`src/rtl/channel_fifo.sv`:
```
// channel_fifo
//   Synchronous FIFO implementing an ac_channel-style link between a producer
//   stage and a channel-consuming kernel. The producer pushes with
//   write_valid/write_ready. The consumer polls read_ready, pulses read_valid
//   for one cycle, and samples out_data on the following cycle.
//
//   Optional feature macro: CHANNEL_FIFO_FULL_PASS_EN
//     When this macro is defined, a full FIFO accepts a push in the same cycle
//     as a pop. The pushed word goes into the slot being freed. This adds a
//     combinational path from read_valid to write_ready.
//
// Parameters
//   WIDTH  data word width
//   DEPTH  entry count (power of two, >= 2)
// Ports
//   clk          clock, rising edge
//   rst          synchronous active-high reset
//   in_data      word to push
//   write_valid  push request
//   write_ready  push can be accepted this cycle
//   read_valid   pop request
//   read_ready   at least one word stored
//   out_data     registered copy of the last popped word
//   count        occupancy, 0..DEPTH
module channel_fifo #(
  parameter int WIDTH = 32,
  parameter int DEPTH = 4
) (
  input  logic                       clk,
  input  logic                       rst,
  input  logic [WIDTH-1:0]           in_data,
  input  logic                       write_valid,
  output logic                       write_ready,
  input  logic                       read_valid,
  output logic                       read_ready,
  output logic [WIDTH-1:0]           out_data,
  output logic [$clog2(DEPTH):0]     count
);

  localparam int AW = $clog2(DEPTH);
  localparam int CW = AW + 1;
  localparam logic [CW-1:0] FULL = CW'(DEPTH);

  logic [WIDTH-1:0] mem [DEPTH];
  logic [AW-1:0]    wr_ptr, rd_ptr;
  logic             push, pop;

  assign read_ready = (count != '0);
`ifdef CHANNEL_FIFO_FULL_PASS_EN
  // A pop frees a slot in the same cycle, so a full FIFO can still take a word.
  assign write_ready = (count != FULL) || read_valid;
`else
  assign write_ready = (count != FULL);
`endif

  assign push = write_valid && write_ready;
  assign pop  = read_valid && read_ready;

  // The storage array is never reset. Stale contents are unreachable because
  // the pointers and count are cleared.
  always_ff @(posedge clk) begin
    if (!rst && push) mem[wr_ptr] <= in_data;
  end

  always_ff @(posedge clk) begin
    if (rst) begin
      wr_ptr   <= '0;
      rd_ptr   <= '0;
      count    <= '0;
      out_data <= '0;
    end else begin
      if (push) wr_ptr <= wr_ptr + AW'(1);
      if (pop) begin
        out_data <= mem[rd_ptr];
        rd_ptr   <= rd_ptr + AW'(1);
      end
      case ({push, pop})
        2'b10:   count <= count + CW'(1);
        2'b01:   count <= count - CW'(1);
        default: count <= count;
      endcase
    end
  end

endmodule

```
`config.mk`:
```
export PLATFORM = sky130hd
export DESIGN_NAME = channel_fifo
export DESIGN_NICKNAME = d
export VERILOG_FILES = /design/src/rtl/channel_fifo.sv
export SDC_FILE = /design/constraint.sdc
export NUM_CORES = 1
export LEC_CHECK = 0
export ABC_AREA = 1
export ABC_CLOCK_PERIOD_IN_PS = 2500
export CAP_MARGIN = 40
export CELL_PAD_IN_SITES_DETAIL_PLACEMENT = 1
export CELL_PAD_IN_SITES_GLOBAL_PLACEMENT = 1
export CORE_ASPECT_RATIO = 0.7
export CORE_MARGIN = 2
export CORE_UTILIZATION = 39
export DETAILED_ROUTE_END_ITERATION = 16
export PLACE_DENSITY = 0.83
export SYNTH_ARGS = -nofsm -noshare
export SYNTH_HDL_FRONTEND = slang
export SYNTH_SLANG_ARGS = --single-unit
export TNS_END_PERCENT = 30
```
`constraint.sdc`:
```
create_clock -name clk -period 2.5 [get_ports clk]
set_input_delay 0.375 -clock clk [delete_from_list [all_inputs] [get_ports clk]]
set_output_delay 0.375 -clock clk [all_outputs]
set_load 0.03 [all_outputs]
```
# After elaboration in Yosys (flattened, before gate mapping)
# Memories as Yosys holds them, arrays and structs flattened. A register that Yosys moved wholly into a read port is not among the register bits.
# Cells that the tools add are included.
[op_classes]
n_reduce_logical = 6
addsub = 4
mux = 3
eq_ne = 3
[ops]
columns = ["op", "count"]
rows = [
  ["$pmux W3 S2", 1],
  ["$add A2 B1 Y2 const B", 2],
  ["$add A3 B1 Y3 const B", 1],
  ["$logic_and A1 B1 Y1", 3],
  ["$ne A3 B3 Y1 const B", 1],
  ["$reduce_bool A3 Y1", 1],
  ["$sub A3 B1 Y3 const B", 1],
  ["$eq A2 B1 Y1 const B", 1],
  ["$eq A2 B2 Y1 const B", 1],
  ["$mux W1", 2],
  ["$reduce_bool A2 Y1", 1],
  ["$logic_not A1 Y1", 1],
]
[word_totals]
memories = 1
ram_bits = 128
elab_cells = 20
output_inout_bits = 37
in_bits = 36
reg_bits = 7
[memory_table]
columns = ["name", "depth", "word_bits", "rd", "rd_ports_with_merged_regs", "wr", "line_no", "rtl"]
rows = [
  ["mem", 4, 32, 1, 1, 1, "44", "logic [WIDTH-1:0] mem [DEPTH];"],
]

# Longest topological paths before layout
# Gate-level depths: netlist of the first run.
[depth]
word_depth = 5
depth_mapped = 14
depth_no_buf = 13

# Worst setup path before layout of the first run
# Ideal clock, no wire load.
[synth_path]
path_kind = "reg2reg"
startpoint = "register count[0]"
endpoint = "memory mem[0][0] (enable)"
stages_incl_launch_ff = 5
arrival_ns = 2.307
setup_slack_ns = -0.228
required_time_ns = 2.079
cell_sequence = "dfxtp_1 > nor2_2 > a21boi_1 > nand2_1 > nor2_1"
[synth_via]
elab_chain_len = 5
[synth_lines]
columns = ["element", "line_no", "rtl"]
rows = [
  ["start, declared", "37", "output logic [$clog2(DEPTH):0] count"],
  ["start signal, assigned", "78", "2'b10: count <= count + CW'(1);"],
  ["start signal, assigned", "79", "2'b01: count <= count - CW'(1);"],
  ["start signal, assigned", "80", "default: count <= count;"],
  ["$ne A3 B3 Y1", "53", "assign write_ready = (count != FULL);"],
  ["$logic_and A1 B1 Y1", "56", "assign push = write_valid && write_ready;"],
  ["$logic_and A1 B1 Y1", "62", "if (!rst && push) mem[wr_ptr] <= in_data;"],
  ["$mux W1", "62", ""],
  ["$mux W1 (implied by the code)", "62", ""],
  ["end, declared", "44", ""],
]
# Every way passes these cells.

# Worst setup path after layout of the first run
[layout_path]
startpoint = "register count[1]"
endpoint = "output write_ready"
[layout_via]
elab_chain_len = 1
[layout_lines]
columns = ["element", "line_no", "rtl"]
rows = [
  ["$ne A3 B3 Y1", "53", ""],
  ["end, declared", "33", "output logic write_ready,"],
]
# Every way passes these cells.

==> qor.yml, run 1 <==
status: "complete, no violations"
cp_max_fo: 4
cts_setup_buffers: 0
syn2layout_area_growth_pct: 22.3
max_cap_viol_count: 0
cts.sinks: 167
wl_microns: 17700
synth_edf_count: 128
cts_hold_buf: 0
cts_buffers: 17
clockRootBuffer: "clkbuf_16"
max_slew.worst_pin.slew_ns: 0.770
fin_crit_ns: 2.10
critPathTopFamily: "buffers and inverters"
synth.largest_area_cell: "edfxtp_1"
hp-class: "reg -> reg"
portBuffers: 72
worstPathArrival_ns: 1.72
critPathCaptureType: "primary output"
worstSetupPathType: "reg -> out"
cts_tree: "built"
synth_top_area_share_pct: 53.8
met3_usage_pct: 4.07
grt_overflow: 0
cts_resized: 0
holdWs_ns: 0.520
ys_top_cells_by_area: "edfxtp_1 (54%), nand2_1 (12%), dfxtp_1 (11%)"
clockBufferDepth: 2
synth.net_count: 813
synth_warnings: 0
nFillCells: 2056
cp_cell_sequence: "nor2_2 > nand2_1 > clkdlybuf4s50_1"
die_area_sq_um: 19400
crit_slowest_cell: "clkdlybuf4s50_1"
pre_cts_ws_ns: 0.158
synth_area_sq_um: 7140
via_per_inst: 4.63
diodes: 0
clk_pin_slew_ns: 0.06
busiest_layer: "met2"
crit_path_start_kind: "register"
slew_headroom_pct: 48.6
drive_gt1_share_pct: 6.78
cp_num_buf_inv: 1
peakVddDrop_v: 0.000902
p_leak_nw: 3.91
synthArstFlopShare_pct: 0
grt_usage_pct: 19.3
drc: 0
fin_ws_ns: 0.403
row_count: 41
rsz0062_at_grt: "no"
die_y_microns: 117
htree_levels: 4
first_iter_violations: 282
grt_max_degree: 67
start_util_pct: 39.8
finalNetCount: 885
finalCritPeriodShare_pct: 83.9
synthFlopType: "edfxtp_1"
crit_required_ns: 2.12
finalHoldViolations: 0
power_density_nw_per_um2: 1010
dr.pass1.iters: 4
max_stage_delay_ns: 0.69
wl_per_cell_microns: 16.2
drv_slew: 0
ant_nets: 0
grt_pass1_wl_microns: 28400
synth-seq-area-share_pct: 64.8
routabilityCongestion: 0.737
pin_count: 73
fp.dieW_microns: 166
yosys-top-cells-count: "nand2_1 (236), inv_1 (172), edfxtp_1 (128), nor2_1 (74), nand3_1 (67)"
hpwl_microns: 11100
clk-insertion-delay-late_ns: 0.43
avgSynthCellArea_sq_um: 9.26
ys_ff_latch: 167
vias: 5058
setup_viol: 0
postLayoutCoreUtil_pct: 48.6
fmax_ghz: 0.477
antenna_found_initial: 1
ys_types: 20
finalPower_mw: 8.79
gr-usage-met2_pct: 34.1
syn_inst: 771
fin_skew_ns: 0.00992
grt_pass1_vias: 5385
core_area_sq_um: 18000
yosysMostFrequentCell: "nand2_1"
grt_util_met1_pct: 23.8
sequential cells by signal, indices dropped and copies added (netlist names):
signal	count
mem	128
rd_ptr	2
count	3
out_data	32
wr_ptr	2
through the flow:
| step | instance area, sq um | cells | setup TNS, ns |
|---|---|---|---|
| floorplan | 7140 | 771 | -29.17 |
| global placement | 8140 | 1060 | 0 |
| detailed placement | 8140 | 1060 | 0 |
| CTS | 8730 | 1092 | 0 |
| global route | 8730 | 1092 | 0 |
| finish | 8730 | 1092 | 0 |
worst register-to-register path, stage by stage (launching register included):
cell and delay, ns:
dfxtp_1 0.40, nor2_2 0.08, a21boi_1 0.25, nand2_1 0.32, nor2_4 0.37, buf_4 0.24
cells by family (layout without fill, tap and decap cells):
family / count (synthesis) / count (layout) / synth area share, %
AND/OR/NAND/NOR: 381 / 381 / 21.4
buffers and inverters: 209 / 294 / 12.1
flip-flops: 167 / 167 / 64.8
AO/OA/AOI/OAI: 8 / 8 / 0.596
adder cells (fa/ha/maj): 6 / 6 / 1.16
final timing paths:
check	startpoint	endpoint	slack [ns]	cells past startpoint
setup / recovery	count[1]$_SDFFE_PP0P_	write_ready	0.40	3
setup reg to reg	count[1]$_SDFFE_PP0P_	mem[2][23]$_DFFE_PP_	0.56	5
hold reg to reg	out_data[19]$_SDFFE_PP0P_	out_data[19]$_SDFFE_PP0P_	0.52	4
hold / removal	out_data[19]$_SDFFE_PP0P_	out_data[19]$_SDFFE_PP0P_	0.52	4
layout make-up:
class | count | area, sq um | share of cell area (%)
well taps | 236 | 295 | 3.38
repair buffers | 85 | 868 | 9.94
clock inverters | 15 | 173 | 1.98
flip-flops and latches | 167 | 4630 | 53.0
inverters | 177 | 664 | 7.61
multi-input cells | 395 | 1680 | 19.2
clock buffers | 17 | 425 | 4.87
per-layer routing:
| layer | share of wire [%] | vias up |
|---|---|---|
| met1 | 45 | 2429 |
| met5 | 0.051 | - |
| met4 | 1.7 | 2 |
| li1 | - | 2482 |
| met3 | 4.5 | 28 |
| met2 | 49 | 117 |
power by group:
part           total, mW  switching (mW)  internal (mW)  leakage, nW
clock network       2.66            1.16           1.50        0.287
logic               2.67            1.75          0.914         2.14
registers           3.46           0.154           3.31         1.48
layout by cell type (no fill, tap or decap), drive strengths merged:
| cell | netlist | final |
|---|---|---|
| clkdlybuf4s50 | 0 | 72 |
| nand2 | 238 | 238 |
| nand3 | 67 | 67 |
| inv | 177 | 181 |
| a21boi | 1 | 1 |
| fa | 1 | 1 |
| a21oi | 4 | 4 |
| buf | 27 | 13 |
| clkbuf | 5 | 17 |
| dfxtp | 39 | 39 |
| nand3b | 1 | 1 |
| clkinvlp | 0 | 2 |
| edfxtp | 128 | 128 |
| clkinv | 0 | 7 |
| o21ai | 3 | 3 |
| nor2 | 75 | 75 |
| bufinv | 0 | 2 |
| ha | 5 | 5 |
Power figures use the tool's default switching activity.
==> run 2, diff against run 1 <==
--- a/config.mk
+++ b/config.mk
@@ -6,15 +6,15 @@
 export NUM_CORES = 1
 export LEC_CHECK = 0
 export ABC_AREA = 1
-export ABC_CLOCK_PERIOD_IN_PS = 2500
+export ABC_CLOCK_PERIOD_IN_PS = 2000
 export CAP_MARGIN = 40
 export CELL_PAD_IN_SITES_DETAIL_PLACEMENT = 1
 export CELL_PAD_IN_SITES_GLOBAL_PLACEMENT = 1
 export CORE_ASPECT_RATIO = 0.7
 export CORE_MARGIN = 2
-export CORE_UTILIZATION = 39
+export CORE_UTILIZATION = 44
 export DETAILED_ROUTE_END_ITERATION = 16
-export PLACE_DENSITY = 0.83
+export PLACE_DENSITY = 0.88
 export SYNTH_ARGS = -nofsm -noshare
 export SYNTH_HDL_FRONTEND = slang
 export SYNTH_SLANG_ARGS = --single-unit
==> constraint.sdc (replaced) <==
create_clock -name clk -period 2 [get_ports clk]
set_input_delay 0.3 -clock clk [delete_from_list [all_inputs] [get_ports clk]]
set_output_delay 0.3 -clock clk [all_outputs]
set_load 0.03 [all_outputs]
==> run 2 against run 1 <==
- global-route usage is 4.3 points higher
- clock power is 35% higher
- sequential share of layout area is 0.33 points lower
- worst setup slack worse by 0.25 ns
- die area is 11% lower
- clock skew hardly changed
- combinational power is 28% higher
- final cell count is 2.7% lower
- via count is 3.5% higher
==> qor.yml, run 2 (synthesis results as in run 1) <==
routabilityCongestion: 0.715
min_to: "out_data[10]$_SDFFE_PP0P_"
finalNetCount: 892
drc: 0
hold_depth: 4
dr.pass1.iters: 6
crit_slowest_cell: "clkdlybuf4s50_1"
cp_max_fo: 3
first_iter_violations: 391
largest_reg_flops: 128
worstPathArrival_ns: 1.54
grt_pass1_vias: 5780
fmax_ghz: 0.542
ant_nets: 0
finalCritPeriodShare_pct: 92.2
fin_area_sq_um: 8790
hp-class: "reg -> reg"
r2r_setup_slack_ns: 0.21
setup_viol: 0
reg2reg_depth: 12
startpoint: "count[0]$_SDFFE_PP0P_"
grt_overflow: 0
power_density_nw_per_um2: 1290
finalPower_mw: 11.3
fin_crit_ns: 1.84
max_stage_delay_ns: 0.70
fp.dieW_microns: 156
p_leak_nw: 3.97
max_cap_viol_count: 0
portBuffers: 72
cts_tree: "built"
die_y_microns: 111
grt_usage_pct: 23.6
critPathTopFamily: "buffers and inverters"
vias: 5234
wl_per_cell_microns: 18.1
peakVddDrop_v: 0.000612
hpwl_microns: 11900
core_area_sq_um: 15700
top_regs: "mem: 128 flops, out_data: 32 flops, count: 3 flops"
die_area_sq_um: 17300
final_cells: 1063
antenna_found_initial: 0
mostFrequentLayoutCell: "nand2_1"
drv_slew: 0
placed_area_sq_um: 8140
place_inst: 1031
clk_pin_slew_ns: 0.06
crit_required_ns: 1.70
slew_headroom_pct: 52.3
row_count: 38
fin_skew_ns: 0.00963
diodes: 0
final_cell_mix: "nand2_1 (236), inv_1 (172), edfxtp_1 (128), nor2_1 (70), clkdlybuf4s50_1 (70)"
drive_gt1_share_pct: 7.65
worstSetupPathType: "reg -> out"
reg2reg_from: "count[0]$_SDFFE_PP0P_"
htree_levels: 4
status: "complete, no violations"
finalHoldViolations: 0
max_slew.worst_pin.slew_ns: 0.715
critPathCaptureType: "primary output"
via_per_inst: 4.92
rsz0062_at_grt: "no"
rr_endpoint: "count[2]$_SDFFE_PP0P_"
cp_num_buf_inv: 1
cts_hold_buf: 0
grt_max_degree: 67
holdCritStartpoint: "out_data[10]$_SDFFE_PP0P_"
crit_path_start_kind: "register"
wl_microns: 19200
clk-insertion-delay-late_ns: 0.43
pin_count: 73
syn2layout_area_growth_pct: 23.1
cts_setup_buffers: 0
cts.sinks: 167
cts_buffers: 17
clockRootBuffer: "clkbuf_16"
clockBufferDepth: 2
grt_pass1_wl_microns: 30500
holdWs_ns: 0.519
regMostFlops: "mem"
cp_cell_sequence: "clkdlybuf4s50_1"
start_util_pct: 45.5
-- run 2: cell count changes in the layout (fill, tap and decap cells not counted), sizes merged, moves of 2 or more --
cell / previous run / this run
buf: 13 / 20
bufinv: 2 / 4
clkbuf: 17 / 20
clkdlybuf4s50: 72 / 70
clkinv: 7 / 5
inv: 181 / 177
-- run 2: report_power, final --
part,switching (mW),total (mW),internal (mW)
Combinational,2.26,3.41,1.16
Clock,1.39,3.58,2.18
Sequential,0.211,4.35,4.14
-- run 2: final cells by class --
cell class / count / area, sq um
Multi-Input combinational cell: 395 / 1690
Timing Repair Buffer: 92 / 922
Sequential cell: 167 / 4630
Clock buffer: 20 / 467
Inverter: 177 / 664
Fill cell: 1741 / 6900
Tap cell: 200 / 250
Clock inverter: 12 / 174
-- run 2: metrics by stage --
step                utilization [%]  TNS [ns]  setup slack (ns)
detailed placement             51.9    -12.60            -0.115
finish                         56.0         0             0.155
CTS                            56.0         0           0.00634
global placement               51.9     -3.91           -0.0450
global route                   56.0         0           0.00198
floorplan                         -    -31.84            -0.248
-- run 2: worst max path at each step --
stage / to / cells past startpoint / slack, ns
final: count[0] / 1 / 0.16
after global routing: count[2]$_SDFFE_PP0P_ / 11 / 0.002
after CTS: read_ready / 3 / 0.006
after detailed placement: count[2]$_SDFFE_PP0P_ / 12 / -0.12
after global placement: mem[0][28]$_DFFE_PP_ / 7 / -0.05
after floorplan: mem[0][0]$_DFFE_PP_ / 4 / -0.25
-- run 2: layer usage --
metal	track usage, %	part of all wire, %	wire length (microns)
met1	28.7	42	8150
met2	40.5	51	9760
met3	5.65	4.2	802
met4	8.99	2.6	507
met5	0	0	0
-- run 2: worst reg2reg max path, stage by stage, from the launching register on --
cell and delay [ns]:
dfxtp_1 0.35, nor2_4 0.15, a21boi_1 0.10, inv_1 0.11, ha_1 0.18, inv_1 0.07
fa_1 0.38, inv_1 0.07, nand2_1 0.04, nand3_1 0.08, nand2_1 0.07, nand2_1 0.06
nor2_1 0.04
-- run 2: timing repair --
action                                  4_1_cts  5_1_grt
endpoints found under the hold margin         0        0
endpoints found under the setup margin        1        2
resized for setup                             1        3
==> run 3, diff against run 2 <==
--- a/config.mk
+++ b/config.mk
@@ -12,9 +12,10 @@
 export CELL_PAD_IN_SITES_GLOBAL_PLACEMENT = 1
 export CORE_ASPECT_RATIO = 0.7
 export CORE_MARGIN = 2
-export CORE_UTILIZATION = 44
+export CORE_UTILIZATION = 49
 export DETAILED_ROUTE_END_ITERATION = 16
-export PLACE_DENSITY = 0.88
+export DONT_BUFFER_PORTS = 1
+export PLACE_DENSITY = 0.87
 export SYNTH_ARGS = -nofsm -noshare
 export SYNTH_HDL_FRONTEND = slang
 export SYNTH_SLANG_ARGS = --single-unit
==> run 3 against run 2 <==
- worst hold slack got worse by 0.45 ns
- die area decreased by 9.9%
- flip-flop and latch count unchanged
- highest routed layer unchanged
- largest power group unchanged
- final cell count decreased by 4.3%
- non-clock buffer count decreased by 37
- wire length decreased by 4.9%
- combinational power decreased by 26%
- cell area decreased by 5.2%
- via count decreased by 3.4%
- fmax decreased by 3.1%
- clock power decreased by 11%
==> qor.yml, run 3 (synthesis results as in run 1) <==
status: "complete, no violations"
finalHoldViolations: 0
antenna_found_initial: 1
drv_slew: 0
crit_path_start_kind: "register"
power_density_nw_per_um2: 1260
cts_tree: "built"
core_area_sq_um: 14100
vias: 5055
worstSetupPathType: "reg -> reg"
die_y_microns: 105
p_leak_nw: 3.81
cp_cell_sequence: "nor2_4 > a21boi_1 > inv_1 > ha_2 > inv_1 > fa_1 > inv_1 > nand2_1 > nand3_1 > nand2_1 > nand2_1 > nor2_1"
final_cell_mix: "nand2_1 (236), inv_1 (172), edfxtp_1 (128), nor2_1 (70), nand3_1 (67)"
clk-insertion-delay-late_ns: 0.43
portBuffers: 0
critPathCaptureType: "register"
crit_slowest_cell: "fa_1"
crit_required_ns: 2.33
fp.dieW_microns: 148
finalNetCount: 855
cts_buffers: 17
syn2layout_area_growth_pct: 16.8
cp_max_fo: 3
wl_microns: 18300
regMostFlops: "mem"
via_per_inst: 4.97
grt_max_degree: 67
finalCritPeriodShare_pct: 95.2
fin_skew_ns: 0.00546
largest_reg_flops: 128
max_slew.worst_pin.slew_ns: 0.729
grt_pass1_wl_microns: 29200
finalPower_mw: 10.5
drive_gt1_share_pct: 7.75
setup_tns_ns: 0
mostFrequentLayoutCell: "nand2_1"
peakVddDrop_v: 0.000802
fmax_ghz: 0.525
rsz0062_at_grt: "no"
routabilityCongestion: 0.806
drc: 0
wl_per_cell_microns: 18.0
max_cap_viol_count: 0
clk_pin_slew_ns: 0.06
cts_setup_buffers: 0
setup_viol: 0
start_util_pct: 50.8
pin_count: 73
dr.pass1.iters: 4
clockBufferDepth: 2
slew_headroom_pct: 51.4
grt_usage_pct: 25.0
first_iter_violations: 301
worstPathArrival_ns: 2.23
hpwl_microns: 11000
grt_overflow: 0
fin_crit_ns: 1.90
die_area_sq_um: 15600
grt_pass1_vias: 5733
cts.sinks: 167
top_regs: "mem: 128 flops, out_data: 32 flops, count: 3 flops"
max_stage_delay_ns: 0.40
hp-class: "in -> reg"
htree_levels: 4
row_count: 36
clockRootBuffer: "clkbuf_16"
ant_nets: 0
## run 3: changes by cell type in the layout (fill, tap and decap cells not counted), moves of 2 or more
cell             delta
dlygate4sd3_1      +33
clkdlybuf4s50_1    -70
clkbuf_1            +3
clkinv_4            -2
clkbuf_8            -2
clkinv_2            +3
bufinv_16           -2
## run 3: what timing repair did
item	in CTS	in global routing
hold buffers	33	0
gates resized for setup	0	2
endpoints found under the hold margin	129	0
endpoints found under the setup margin	0	1
## run 3: area by class of cell
type | count | area (sq um)
fill | 1590 | 5720
sequential | 167 | 4630
multi-input combinational | 395 | 1690
inverter | 177 | 664
timing repair buffer | 55 | 558
clock buffer | 21 | 450
tap | 190 | 238
clock inverter | 11 | 108
antenna | 1 | 2.50
## run 3: per-layer routing
layer	share of wire (%)	wire length [microns]	GRT usage [%]	vias to the layer above
met1	41	7530	27.9	2486
met4	2.0	372	10.5	0
met2	52	9560	45.1	118
met3	4.4	801	6.46	38
li1	-	-	-	2413
met5	0	0	0	-
## run 3: critical path, delay by kind of cell, from the launching register on
| kind | cells | cell delay (ns) |
|---|---|---|
| AOI/OAI and AO/OA | 1 | 0.12 |
| adders and majority gates | 2 | 0.60 |
| buffers and inverters | 3 | 0.26 |
| DFF | 1 | 0.33 |
| and+or+nand+nor | 6 | 0.48 |
## run 3: per-stage QoR
| stage | instances | worst slack, ns | utilization, % | hold WS (ns) | cell area [sq um] |
|---|---|---|---|---|---|
| 6_report | 1017 | 0.0961 | 59.3 | 0.0726 | 8340 |
| 5_1_grt | 1017 | 0.0119 | 59.3 | 0.0684 | 8340 |
| 4_1_cts | 1016 | 0.102 | 59.2 | 0.0384 | 8330 |
| 3_5_place_dp | 951 | 0.150 | 52.9 | 0.368 | 7440 |
| 3_3_place_gp | 951 | 0.290 | 52.9 | 0.365 | 7440 |
| 2_1_floorplan | 771 | -0.248 | - | 0.369 | 7150 |
## run 3: power breakdown
part	internal, mW	switching (mW)	total, mW
Combinational	0.795	1.75	2.54
Clock	1.85	1.32	3.17
Sequential	4.14	0.660	4.80
## run 3: worst paths after layout
check	start	endpoint	depth (start not counted)	slack, ns
worst max-delay path	count[0]$_SDFFE_PP0P_	count[2]$_SDFFE_PP0P_	12	0.1
worst min-delay path	read_valid	rd_ptr[1]$_SDFFE_PP0P_	2	0.07
worst max register to register	count[0]$_SDFFE_PP0P_	count[2]$_SDFFE_PP0P_	12	0.1
worst min register to register	wr_ptr[0]$_SDFFE_PP0P_	wr_ptr[0]$_SDFFE_PP0P_	2	0.59
